**src/rtl/systolic_mem_arbiter.sv**
```systemverilog
// systolic_mem_arbiter
// Shares one single-port operand/result memory between the systolic array
// controller (port 0) and the host/loader path (port 1). One access is granted
// per cycle, locked bursts keep ownership with one port, and every read return
// is steered back to the port that issued it.
// Optional build macro: SYS_ARB_FIXED_PRIO_EN -- when defined, IDLE ties always
// go to port 0 and the round-robin pointer is removed.

module systolic_mem_arbiter #(
    parameter int WIDTH    = 16,
    parameter int ADDR_W   = 12,
    parameter int READ_LAT = 1
) (
    input  logic              clk,
    input  logic              rst,
    input  logic              req0,
    input  logic              req1,
    input  logic              we0,
    input  logic              we1,
    input  logic              lock0,
    input  logic              lock1,
    input  logic [ADDR_W-1:0] addr0,
    input  logic [ADDR_W-1:0] addr1,
    input  logic [WIDTH-1:0]  wdata0,
    input  logic [WIDTH-1:0]  wdata1,
    output logic              gnt0,
    output logic              gnt1,
    output logic              rvalid0,
    output logic              rvalid1,
    output logic [WIDTH-1:0]  rdata0,
    output logic [WIDTH-1:0]  rdata1,
    output logic [ADDR_W-1:0] mem_addr,
    output logic              mem_we,
    output logic [WIDTH-1:0]  mem_wdata,
    input  logic [WIDTH-1:0]  mem_rdata
);

    typedef enum logic [1:0] {
        IDLE  = 2'd0,
        LOCK0 = 2'd1,
        LOCK1 = 2'd2
    } state_t;

    state_t state;
    state_t next_state;
    logic   pick1;
    logic   issue_read;

    // Return pipeline: one {valid, port} slot per cycle of memory latency.
    logic [READ_LAT-1:0] vld_pipe;
    logic [READ_LAT-1:0] port_pipe;
    logic                ret_valid;
    logic                ret_port;

`ifndef SYS_ARB_FIXED_PRIO_EN
    // 1 = port 1 received the most recent grant; ties go to the other port.
    logic last;

    // Remember which port was granted most recently for round-robin ties.
    always_ff @(posedge clk or negedge rst) begin
        if (!rst) begin
            last <= 1'b1;
        end else if (gnt0 || gnt1) begin
            last <= gnt1;
        end
    end
`endif

    // FSM state register; reset releases any lock.
    always_ff @(posedge clk or negedge rst) begin
        if (!rst) begin
            state <= IDLE;
        end else begin
            state <= next_state;
        end
    end

    // Grant decision and next state; nothing is granted while reset is held.
    always_comb begin
        next_state = state;
        gnt0       = 1'b0;
        gnt1       = 1'b0;
`ifdef SYS_ARB_FIXED_PRIO_EN
        pick1      = 1'b0;
`else
        pick1      = ~last;
`endif
        if (rst) begin
            case (state)
                IDLE: begin
                    if (req0 && (!req1 || !pick1)) begin
                        gnt0 = 1'b1;
                        if (lock0) next_state = LOCK0;
                    end else if (req1) begin
                        gnt1 = 1'b1;
                        if (lock1) next_state = LOCK1;
                    end
                end
                LOCK0: begin
                    if (req0) begin
                        gnt0 = 1'b1;
                        if (!lock0) next_state = IDLE;
                    end else begin
                        next_state = IDLE;
                    end
                end
                LOCK1: begin
                    if (req1) begin
                        gnt1 = 1'b1;
                        if (!lock1) next_state = IDLE;
                    end else begin
                        next_state = IDLE;
                    end
                end
                default: next_state = IDLE;
            endcase
        end
    end

    // Memory-side mux; with no grant port 0 drives address/data but never writes.
    always_comb begin
        mem_addr   = gnt1 ? addr1  : addr0;
        mem_wdata  = gnt1 ? wdata1 : wdata0;
        mem_we     = (gnt0 & we0) | (gnt1 & we1);
        issue_read = (gnt0 & ~we0) | (gnt1 & ~we1);
    end

    generate
        if (READ_LAT > 1) begin : g_deep_pipe
            // Carry each granted read's tag alongside the memory latency.
            always_ff @(posedge clk or negedge rst) begin
                if (!rst) begin
                    vld_pipe  <= '0;
                    port_pipe <= '0;
                end else begin
                    vld_pipe  <= {vld_pipe[READ_LAT-2:0], issue_read};
                    port_pipe <= {port_pipe[READ_LAT-2:0], gnt1};
                end
            end
        end else begin : g_short_pipe
            // Single-cycle latency needs only one tag slot.
            always_ff @(posedge clk or negedge rst) begin
                if (!rst) begin
                    vld_pipe  <= '0;
                    port_pipe <= '0;
                end else begin
                    vld_pipe  <= issue_read;
                    port_pipe <= gnt1;
                end
            end
        end
    endgenerate

    assign ret_valid = vld_pipe[READ_LAT-1];
    assign ret_port  = port_pipe[READ_LAT-1];

    // Capture returning data into the issuing port and pulse its rvalid.
    always_ff @(posedge clk or negedge rst) begin
        if (!rst) begin
            rvalid0 <= 1'b0;
            rvalid1 <= 1'b0;
            rdata0  <= '0;
            rdata1  <= '0;
        end else begin
            rvalid0 <= ret_valid & ~ret_port;
            rvalid1 <= ret_valid & ret_port;
            if (ret_valid && !ret_port) rdata0 <= mem_rdata;
            if (ret_valid && ret_port)  rdata1 <= mem_rdata;
        end
    end

endmodule

```
**config.mk**
```make
export PLATFORM = sky130hd
export DESIGN_NAME = systolic_mem_arbiter
export DESIGN_NICKNAME = d
export VERILOG_FILES = /design/src/rtl/systolic_mem_arbiter.sv
export SDC_FILE = /design/constraint.sdc
export NUM_CORES = 1
export LEC_CHECK = 0
export ABC_CLOCK_PERIOD_IN_PS = 1600
export CAP_MARGIN = 20
export CORE_MARGIN = 3
export CORE_UTILIZATION = 34
export DETAILED_ROUTE_END_ITERATION = 12
export GPL_TIMING_DRIVEN = 1
export MAX_ROUTING_LAYER = met4
export PLACE_DENSITY = 0.9
export SETUP_SLACK_MARGIN = 0.2
export SLEW_MARGIN = 30
export SYNTH_ARGS = -nofsm -noshare
export SYNTH_HDL_FRONTEND = slang
export SYNTH_SLANG_ARGS = --single-unit
```
**constraint.sdc**
```tcl
create_clock -name clk -period 1.6 [get_ports clk]
set_input_delay 0.24 -clock clk [delete_from_list [all_inputs] [get_ports clk]]
set_output_delay 0.24 -clock clk [all_outputs]
set_load 0.01 [all_outputs]
```
==> flow_metrics.tcl <==
set metrics [dict create \
    ys_seq_area_share_pct 49.7 \
    maxCapViolCount 0 \
    overflow 0 \
    core_mm2 0.00554 \
    crit_type "register to primary output" \
    port_buffers 144 \
    rsz0062_at_grt "yes" \
    timing.final.crit_period_ps 2170 \
    worstSetupStartpointType "register" \
    p_seq_share_pct 37.0 \
    drt_wl_total_mm 6.86 \
    swShare_pct 29.7 \
    synth_area_leaders "dfrtp_1 48%, mux2_4 21%, mux2_2 18%" \
    max-vdd-ir-drop_mv 0.846 \
    ys_seq_elements 39 \
    place_area_mm2 0.00362 \
    pwr-share-clk_pct 15.4 \
    hold_path_class "primary input to asynchronous set/reset pin" \
    die_y_um 82.0 \
    status "complete, but fails checks" \
    drtIter0Drc 40 \
    antenna_left 0 \
    post-route-period-util_pct 135 \
    cts_tree "done" \
    required_ps 1360 \
    synth_flop_cell "dfrtp_1" \
    boundaryPins 145 \
    grt_usage_pct 19.5 \
    nFillCells 421 \
    cp_max_fo 5 \
    setup_slack_ps -568 \
    layout-drive-gt1-share_pct 45.2 \
    synth_cells 128 \
    drcViolationCount 0 \
    cp_num_buf_inv 4 \
    synth_area_per_cell_um2 15.4 \
    place_ws_ps -617 \
    path_delay_family "flip-flops" \
    clkSinkCount 39 \
    path_clk_slew_ps 70 \
    power_leakage_nw 1.89 \
    crit_top_cell "buf_6" \
    critPathMaxStageDelay_ps 560 \
    die_width_um 82.0 \
    die_area_mm2 0.00673 \
    clk_latency_ps 280 \
    antenna_found_initial 0 \
    cts_hold_buf 0 \
    finalInstanceArea_mm2 0.00391 \
    fmax_mhz 461 \
    nNetsFinal 385 \
    synthArstFlopShare_pct 100 \
    p_per_area_mw_per_mm2 1080 \
    crit_chain "nand3b_1 -> nand4b_4 -> buf_6 -> buf_12 -> buf_16 -> mux2_4 -> buf_6" \
    yosysTopAreaCellShare_pct 48.4 \
    synth.most_common_cell "dfrtp_1" \
    cp_slowest_cell "dfstp_2" \
    wl_per_cell_um 18.2 \
    grt_pass1_vias 1833 \
    synthesis.area_mm2 0.00197 \
    n_antenna_cell 0 \
    violations "negative setup slack" \
    synth_commonest_cells "38 x dfrtp_1, 32 x mux2_2, 28 x mux2_4" \
    yosys_warnings 0 \
    clock_path_buffers 2 \
    vias 1735 \
    synth_cell_types 26 \
    gp_congestion 0.712 \
    via_per_inst 4.60 \
    fin_skew_ps 4.85 \
    fin_setup_tns_ps -15700 \
    arrival_ps 1930 \
    root_buffer "clkbuf_8" \
    initial_core_util_pct 35.5 \
    internal-power_mw 2.98 \
    htreeDepth 2 \
    hpwlAfterDp_mm 4.96 \
    hold_viol 0 \
    slew-limit-headroom_pct 75.3 \
    regArea_um2 977 \
    num_rows 27 \
    multiInputGateArea_um2 940 \
    p_switching_mw 1.26 \
    slew_viol_final 0 \
    worst_pin_slew_ps 365 \
    grt_max_degree 43 \
    synth_edf_count 0 \
    grt_pass1_wl_mm 9.43 \
    synthesis.nets 208 \
    setup_viol 34 \
    comb_power_share_pct 47.6 \
    area_growth_pct 98.7 \
    numCtsBuffers 5 \
    synth_top_area_cell "dfrtp_1" \
    critPathCaptureType "primary output" \
    first_pass_iters 4 \
]
-- worst min-delay path: stages --
cell and delay [ps]:
buf_2 130, buf_4 130, buf_6 320
-- final cells by class --
| class | count | share of cell area (%) |
|---|---|---|
| timing repair buffer | 176 | 45.9 |
| sequential | 39 | 25.0 |
| multi-input combinational | 79 | 24.1 |
| tap | 72 | 2.31 |
| clock buffer | 6 | 2.11 |
| inverter | 4 | 0.512 |
| clock inverter | 1 | 0.128 |
-- path summary, 6_finish.rpt --
kind / slack (ps) / startpoint / depth (start not counted) / endpoint
max: -570 / last / 7 / mem_addr[0]
min reg2reg: 500 / rdata1[11] / 1 / rdata1[11]
max in group asynchronous: 1180 / rst / 3 / last
max reg2reg: -370 / state[1] / 11 / last
min: 120 / rst / 3 / state[1]
min in group clk: 490 / req0 / 3 / state[0]
-- per-stage QoR --
stage / cells / hold slack, ps / utilization (%) / total power [mW]
floorplan: 128 / -55.6 / - / 2.42
global placement: 355 / 487 / 65.3 / 3.67
detailed placement: 355 / 492 / 65.3 / 3.73
CTS: 374 / 209 / 69.4 / 4.25
global route: 377 / 164 / 70.5 / 4.50
finish: 377 / 123 / 70.5 / 4.24
-- layout by cell type, fill, tap and decap left out, types with 3 or more instances in the layout --
cell type,count
dfrtp_1,38
buf_6,39
mux2_2,32
clkdlybuf4s50_1,76
buf_12,4
dlygate4sd2_1,35
clkbuf_8,6
buf_4,17
mux2_4,28
inv_1,3
-- kinds of logic after synthesis --
kind of cell           share of synthesized area [%]
multiplexers                                    39.7
AO/OA/AOI/OAI                                   3.44
buffers and inverters                           3.37
flip-flops                                      49.7
AND/OR/NAND/NOR                                 3.76
-- sequential cells by signal (all words and copies together), names as in the netlist --
name	cells
ret_valid	1
rdata1	16
rvalid0	1
rvalid1	1
port_pipe	1
last	1
rdata0	16
state	2
-- power groups by stage --
stage,combinational [mW],clock (mW),sequential (mW)
after floorplan,0.653,0,1.77
after global placement,2.09,0,1.58
final,2.02,0.652,1.57
after global routing,2.16,0.717,1.62
after CTS,2.00,0.675,1.57
after detailed placement,2.13,0,1.60
-- layer usage --
metal	vias up	global-route usage [%]	part of all wire, %
li1	818	-	-
met1	859	21.7	36
met2	49	34.7	59
met3	9	3.51	3.4
met4	0	6.98	1.3
met5	-	-	0
-- repair_timing --
| item | 4_1_cts | 5_1_grt |
|---|---|---|
| setup buffers | 10 | 3 |
| pin swaps | 2 | 2 |
| gates cloned | 2 | 0 |
| resized for setup | 197 | 10 |
| setup endpoints to repair | 64 | 37 |
Note: power is estimated with default switching activity, not from simulation.
